**config.mk**
```make
export PLATFORM = sky130hd
export DESIGN_NAME = load_store_unit
export DESIGN_NICKNAME = d
export VERILOG_FILES = /design/src/rtl/lsu_pkg.sv /design/src/rtl/load_store_unit.sv
export SDC_FILE = /design/constraint.sdc
export NUM_CORES = 1
export LEC_CHECK = 0
export CORE_MARGIN = 5
export CORE_UTILIZATION = 46
export DETAILED_ROUTE_END_ITERATION = 12
export GPL_TIMING_DRIVEN = 0
export PLACE_DENSITY = 0.85
export SYNTH_ARGS = -nofsm -noshare
export SYNTH_HDL_FRONTEND = slang
export SYNTH_SLANG_ARGS = --single-unit
```
**constraint.sdc**
```tcl
create_clock -name clk -period 2.6 [get_ports clk]
set_input_delay 0.52 -clock clk [delete_from_list [all_inputs] [get_ports clk]]
set_output_delay 0.52 -clock clk [all_outputs]
set_load 0.03 [all_outputs]
```
**src/rtl/lsu_pkg.sv**
```systemverilog
// Shared types and constants for the load/store unit and the data memory it drives.
package lsu_pkg;
  localparam int ADDR_W_DEF    = 8;
  localparam int DATA_W_DEF    = 8;
  localparam int MEM_DEPTH_DEF = 192;

  localparam logic SIZE_BYTE = 1'b0;
  localparam logic SIZE_HALF = 1'b1;

  typedef enum logic [2:0] {
    IDLE, BEAT0, BEAT1, CAP_LO, CAP_HI, RESP
  } lsu_state_t;
endpackage

```
**src/rtl/load_store_unit.sv**
```systemverilog
// Sequences byte/halfword loads and stores onto an 8-bit registered-read data memory.
// Optional LSU_ADDR_CHECK_EN: flags requests whose beats fall outside MEM_DEPTH.
module load_store_unit
  import lsu_pkg::*;
#(
  parameter int ADDR_W    = ADDR_W_DEF,
  parameter int DATA_W    = DATA_W_DEF,
  parameter int MEM_DEPTH = MEM_DEPTH_DEF
) (
  input  logic                clk,
  input  logic                reset,
  input  logic                req_valid,
  output logic                req_ready,
  input  logic                req_write,
  input  logic                req_size,
  input  logic [ADDR_W-1:0]   req_addr,
  input  logic [2*DATA_W-1:0] req_wdata,
  output logic                resp_valid,
  output logic [2*DATA_W-1:0] resp_rdata,
  output logic                resp_error,
  output logic [ADDR_W-1:0]   mem_address,
  output logic [DATA_W-1:0]   mem_write_data,
  output logic                mem_write_enable,
  input  logic [DATA_W-1:0]   mem_read_data
);

  lsu_state_t          state_q, state_d;
  logic [ADDR_W-1:0]   addr_q, addr_d;
  logic [DATA_W-1:0]   whi_q, whi_d;
  logic                write_q, write_d;
  logic                size_q, size_d;
  logic                err_q, err_d;
  logic [DATA_W-1:0]   lo_q, lo_d;
  logic [ADDR_W-1:0]   mem_address_q, mem_address_d;
  logic [DATA_W-1:0]   mem_wdata_q, mem_wdata_d;
  logic                mem_we_q, mem_we_d;
  logic [2*DATA_W-1:0] resp_rdata_q, resp_rdata_d;
  logic                resp_error_q, resp_error_d;
  logic                req_err;
  logic                accept;

`ifdef LSU_ADDR_CHECK_EN
  logic [ADDR_W-1:0] req_addr_inc;
  always_comb begin
    req_addr_inc = req_addr + ADDR_W'(1);
    req_err = (int'(req_addr) >= MEM_DEPTH) ||
              ((req_size == SIZE_HALF) && (int'(req_addr_inc) >= MEM_DEPTH));
  end
`else
  logic unused_depth;
  assign unused_depth = (MEM_DEPTH > 0);
  assign req_err      = 1'b0;
`endif

  assign req_ready = (state_q == IDLE) || (state_q == RESP);
  assign accept    = req_valid && req_ready;

  always_comb begin
    state_d       = state_q;
    addr_d        = addr_q;
    whi_d         = whi_q;
    write_d       = write_q;
    size_d        = size_q;
    err_d         = err_q;
    lo_d          = lo_q;
    mem_address_d = mem_address_q;
    mem_wdata_d   = mem_wdata_q;
    mem_we_d      = mem_we_q;
    resp_rdata_d  = resp_rdata_q;
    resp_error_d  = resp_error_q;
    case (state_q)
      IDLE, RESP: begin
        mem_we_d = 1'b0;
        state_d  = IDLE;
        if (accept) begin
          addr_d        = req_addr;
          whi_d         = req_wdata[2*DATA_W-1:DATA_W];
          write_d       = req_write;
          size_d        = req_size;
          err_d         = req_err;
          mem_address_d = req_addr;
          mem_wdata_d   = req_wdata[DATA_W-1:0];
          // An out-of-range request still walks the full sequence, just without writing.
          mem_we_d      = req_write && !req_err;
          state_d       = BEAT0;
        end
      end
      BEAT0: begin
        if (size_q == SIZE_HALF) begin
          mem_address_d = addr_q + ADDR_W'(1);
          mem_wdata_d   = whi_q;
          state_d       = BEAT1;
        end else begin
          mem_we_d = 1'b0;
          state_d  = CAP_LO;
        end
      end
      BEAT1: begin
        // Low byte is staged so resp_rdata keeps the previous result until RESP.
        lo_d     = mem_read_data;
        mem_we_d = 1'b0;
        state_d  = CAP_HI;
      end
      CAP_LO: begin
        resp_rdata_d = (write_q || err_q) ? '0 : {{DATA_W{1'b0}}, mem_read_data};
        resp_error_d = err_q;
        state_d      = RESP;
      end
      CAP_HI: begin
        resp_rdata_d = (write_q || err_q) ? '0 : {mem_read_data, lo_q};
        resp_error_d = err_q;
        state_d      = RESP;
      end
      default: begin
        mem_we_d = 1'b0;
        state_d  = IDLE;
      end
    endcase
  end

  always_ff @(posedge clk or posedge reset) begin
    if (reset) begin
      state_q       <= IDLE;
      addr_q        <= '0;
      whi_q         <= '0;
      write_q       <= 1'b0;
      size_q        <= SIZE_BYTE;
      err_q         <= 1'b0;
      lo_q          <= '0;
      mem_address_q <= '0;
      mem_wdata_q   <= '0;
      mem_we_q      <= 1'b0;
      resp_rdata_q  <= '0;
      resp_error_q  <= 1'b0;
    end else begin
      state_q       <= state_d;
      addr_q        <= addr_d;
      whi_q         <= whi_d;
      write_q       <= write_d;
      size_q        <= size_d;
      err_q         <= err_d;
      lo_q          <= lo_d;
      mem_address_q <= mem_address_d;
      mem_wdata_q   <= mem_wdata_d;
      mem_we_q      <= mem_we_d;
      resp_rdata_q  <= resp_rdata_d;
      resp_error_q  <= resp_error_d;
    end
  end

  assign resp_valid       = (state_q == RESP);
  assign resp_rdata       = resp_rdata_q;
  assign resp_error       = resp_error_q;
  assign mem_address      = mem_address_q;
  assign mem_write_data   = mem_wdata_q;
  assign mem_write_enable = mem_we_q;

endmodule

```
== Word level (Yosys, flattened, before mapping) ==
Index checks and enable logic that the tools add are counted.
Storage, ports and cells
  register bits: 62
  latch bits: 0
  bits in writable memories: 0
  memory bits (read-only): 0
  input port bits: 37
  word-level logic and storage cells: 45
  memories kept: 0
Operators by class
  $add $sub $neg: 1
  multipliers: 0
  div/mod/pow operators: 0
  $lt $le $gt $ge: 0
  eq/ne operators: 8
  shift operators: 0
  mux-type cells: 15
  bitwise operators: 1
  reduce and logical (&&, ||, !) cells: 10
Operator list (number)
  8-bit two-way mux: 5
  16-bit one-hot mux with 2 select lines: 1
  8-bit one-hot mux with 2 select lines: 2
  16-bit two-way mux: 1
  3-bit one-hot mux with 4 select lines: 1
  8-bit by 1-bit adder with 8-bit output, second input constant: 1
  3-bit by 2-bit == test with 1-bit output, second input constant: 2
  3-bit == test, second input constant: 2
  2-bit != test, second input constant: 3
  1-bit two-way mux: 4
  2-bit AND reduction: 2
  2-bit nonzero test: 2
  2-bit OR reduction: 2
  3-bit by 1-bit == test with 1-bit output, second input constant: 1
  3-bit logical NOT: 1
  1-bit one-hot mux with 3 select lines: 1
  3-bit AND reduction: 1
  1-bit logical AND: 1
  1-bit logical OR: 1
  1-bit NOT: 1

== Longest topological paths before layout ==
Gate-level depths: netlist of the first run.
  word-level depth: 5
  gate-level depth with buffers: 7
  mapped depth without buffers: 5

== Worst setup path before layout of the first run ==
No wires, ideal clock.
  path kind: register to register
  start point: reg state_q[2]
  end point: reg addr_q[0]
  setup time: 0.128 ns
  arrival: 1.955 ns
  path slack: 0.518 ns
  stages on the path, launching flop included: 8
  path buffers: 3
  cell sequence: dfrtp_1 > buf_2 > and2b_1 > nor3_2 > and2_1 > buf_4 > buf_4 > mux2_1
On the way
  longest elaborated chain between the ends: 4
  elaborated cells between the ends (all ways): 6
  classes of those cells: 1 x eq/ne; 5 x reduce/logical
RTL lines
  start, declared: line load_store_unit.sv:27  | lsu_state_t state_q, state_d;
  start signal, assigned: line load_store_unit.sv:136  | state_q <= state_d;
  3-bit == test or 3-bit logical NOT (tied branches): line load_store_unit.sv:55  | assign req_ready = (state_q == IDLE) || (state_q == RESP);
  1-bit logical OR (*): line load_store_unit.sv:55
  via req_ready: line load_store_unit.sv:13  | output logic req_ready,
  1-bit logical AND (*): line load_store_unit.sv:56  | assign accept = req_valid && req_ready;
  2-bit AND reduction (no source line) (*)
  end signal, assigned: line load_store_unit.sv:137  | addr_q <= addr_d;
  end, declared: line load_store_unit.sv:28  | logic [ADDR_W-1:0] addr_q, addr_d;
The timed path passes the listed nets; every way through them passes the cells marked *.
A chain may end at the register's enable or synchronous reset.

== Worst setup path after layout of the first run ==
  start point: reg state_q[2]
  end point: out req_ready
On the way
  longest elaborated chain between the ends: 2
  elaborated cells between the ends (all ways): 3
  classes of those cells: 1 x eq/ne; 2 x reduce/logical
RTL lines (line)
  3-bit == test or 3-bit logical NOT (tied branches): load_store_unit.sv:55
  1-bit logical OR (*): load_store_unit.sv:55
  end, declared: load_store_unit.sv:13
Mark *: on every way between the ends. The rest lies on a longest branch, timed or not.

==> summary.txt, run 1 <==
Run status
  – Status: finished clean

Clocking
  – # clock sinks: slightly above 60
  – Post-CTS Setup Bufs: 0
  – Post-CTS Hold Fix Bufs: 0
  – Max Root-Sink Buffers: 2
  – Clock Pin Slew Worst Setup and Hold Paths: roughly 0.070 ns
  – Root buffer cell: clkbuf_8
  – Clock Latency Late Sink: around 0.33 ns
  – Post-cts repair resize count: 0
  – CTS tree: built
  – CTS H-tree depth: 3
  – Number of buffers created by CTS: 9

Synth
  – Share of flip-flops with an asynchronous set or reset: 100.0%
  – Synth Area in Adders: 0.4533%
  – XOR/XNOR Fraction of Synth Area: 0.9519%
  – Compound-Gate Fraction of Synth Area: roughly an eighth
  – Area share of and/or/nand/nor cells after synthesis: 13.24%
  – Synth Register Bits: 62
  – Post-synth EDFFs: 0
  – Cell variety after synth: 40
  – Synth Flop Type: dfrtp_1
  – Post-Syn Instances: 248
  – Seq/Total Area, Yosys: 56.21%
  – Yosys Warn Count: 0
  – Syn Nets: ~290
  – Mean Syn Cell Area: 11.13 um^2
  – Cell Area, Synth: around 0.0028 mm^2
  – Largest family of logic cells by synthesized area: simple AND/OR/NAND/NOR gates
  – Mux cell area share after synthesis: 11.33%

Power
  – Pleak: 0.001631 uW
  – VDD IR-drop max: 0.7939 mV
  – Pwr/cell area: 1373 mW/mm^2

Critical path
  – Crit Path Category: reg -> out
  – Worst setup SP type: flop
  – CP endpoint kind: output pin
  – Worst Path Required: 2.08 ns
  – Arrival time at the worst endpoint: 1.94 ns
  – Crit-path max FO: 10

Placement
  – # port buffers: around 70
  – Post-DP HPWL: 4684 um
  – DP Cell Count: roughly 400
  – Final estimated routing congestion in global placement: 0.7935

Floorplanning
  – Die H: 87.46 um
  – Die X: approximately 87 um
  – Core area: 0.005886 mm^2
  – IO Count: 73
  – Starting Density: 46.90%
  – Row count: 28
  – DIE AREA: 0.007649 mm^2

STA
  – Max-slew headroom: 50.64%
  – Count of final hold-check violations: 0
  – Final Max Slew Viols: 0
  – Crit path time final: 2.460 ns
  – Unrepaired setup endpoints after global routing: no
  – Worst Tran Pin Value: between 0.7 and 0.8 ns
  – FMAX: just over 0.4 GHz
  – # setup viols final: 0
  – Clock skew: 0.01158 ns
  – Setup TNS Final: 0 ns
  – Fin crit share: ~95%

Route
  – DR iter-0 viols: 118
  – DR vias: 2190
  – WL/cell: 15.98 um
  – Drt drc: 0
  – Post-route ant nets: 0
  – Drt total wl: between 6000 and 7000 um
  – DRT Pass-1 Iters: 4
  – Avg Vias per Cell: 5.341

Global routing
  – Global-route wire length before repair: 10950 um
  – Via count of the first global-routing pass: 2265
  – Gr usage total: 18.49%
  – GR Overflow Total: 0
  – Largest net degree at the start of global routing: 33
  – Initial antenna violation count: 0

Layout
  – Ant. Diodes: 0
  – Most frequent cells in the layout: clkdlybuf4s50_1 (71), dfrtp_1 (62), nand2_1 (35), mux2_2 (17), nor2_1 (15)
  – Area grow syn2layout: 37.90%
  – Proportion of layout cells with a drive suffix above 1: 15.22%
  – Final Non-Filler Cells: 410
  – Leading cell type in the layout, fill and taps excluded: clkdlybuf4s50_1
  – FILL cells: 485
  – Nets: 369

Worst hold path
  – Tightest Hold Check Type: reg -> reg

Run
  – Max_cap viols: 0
-- registers in the layout, indices dropped and copies added (netlist names) --
name              cells
resp_rdata           16
addr_q                8
lo_q                  8
mem_address           8
mem_write_data        8
whi_q                 8
state_q               3
mem_write_enable      1
size_q                1
write_q               1
-- worst max-delay path, stage by stage, from the launching register on --
cell,delay (ns)
dfrtp_1,0.37
buf_2,0.17
and2b_1,0.18
nor3_2,0.18
clkdlybuf4s50_1,0.72
-- power by group --
group	total [uW]	internal, uW	switching, uW
Combinational	2560	1140	1420
Sequential	1730	1430	291
Clock	935	583	352
Total	5230	3160	2060
-- final cells by class --
cell class	count	area, um^2	area share, %
inverter	7	27.53	0.7232
timing repair buffer	72	730.7	19.20
multi-input combinational	163	1085	28.50
sequential	62	1551	40.76
buffer	16	96.34	2.531
clock inverter	4	70.07	1.841
tap	75	93.84	2.465
clock buffer	11	151.4	3.978
-- kinds of logic after synthesis --
kind of cell / after synthesis
other: 1
AOI/OAI and AO/OA: 53
muxes: 28
DFF: 62
buffers and inverters: 23
xor gates and xnor gates: 3
and+or+nand+nor: 77
adders and majority gates: 1
-- path summary, 6_finish.rpt --
path,cells after the start,slack (ns),endpoint,from
setup / recovery,4,0.14,req_ready,state_q[2]$_DFF_PP0_
max in group asynchronous,3,1.39,state_q[1]$_DFF_PP0_,reset
setup reg to reg,7,0.66,addr_q[1]$_DFFE_PP0P_,state_q[2]$_DFF_PP0_
min in group asynchronous,2,0.61,mem_write_data[5]$_DFFE_PP0P_,reset
hold / removal,1,0.49,whi_q[6]$_DFFE_PP0P_,whi_q[6]$_DFFE_PP0P_
hold reg to reg,1,0.49,whi_q[6]$_DFFE_PP0P_,whi_q[6]$_DFFE_PP0P_
-- per-stage QoR --
stage                     hold WS, ns  worst slack [ns]  util [%]  total power [uW]  cell area (um^2)
after floorplan                0.4580            0.5175         -              3400              2760
after global placement         0.4684           -0.5023     60.57              4231              3565
after detailed placement       0.4746            0.2015     60.91              4326              3585
after CTS                      0.4899            0.1173     64.67              5278              3806
after global routing           0.5102           0.03095     64.67              5590              3806
final                          0.4889            0.1395     64.67              5225              3806
-- synth_stat cells, types with 3 or more instances --
master    n  area (um^2)
a21oi_1   4        20.02
a22o_1    9        78.83
a22oi_1   8        60.06
a31oi_1   9        56.30
buf_2     8        40.04
buf_4     5        37.54
dfrtp_1  62         1551
inv_1     6        22.52
mux2_1    9        101.4
mux2_2   17        191.4
nand2_1  35        131.4
nand3_1   8        40.04
nor2_1   15        56.30
nor2b_1   5        31.28
o21ai_0   9        45.04
o22ai_1   3        18.77
xnor2_1   3        26.28
-- metal layers --
metal	vias up	track usage (%)	wire length [um]	part of all wire (%)
met2	78	30.96	3244	50
met4	0	6.276	77	1.2
li1	1041	-	-	-
met5	-	0	0	0
met1	1062	23.25	2743	42
met3	9	4.636	487	7.4
Note: power is estimated with default switching activity, not from simulation.
==> inputs of run 2 (changes only) <==
--- a/config.mk
+++ b/config.mk
@@ -9,6 +9,7 @@
 export CORE_UTILIZATION = 46
 export DETAILED_ROUTE_END_ITERATION = 12
 export GPL_TIMING_DRIVEN = 0
+export HOLD_SLACK_MARGIN = 0.1
 export PLACE_DENSITY = 0.85
 export SYNTH_ARGS = -nofsm -noshare
 export SYNTH_HDL_FRONTEND = slang
==> results of run 2 <==
No change in the layout: final DEF, timing and power equal those of run 1.
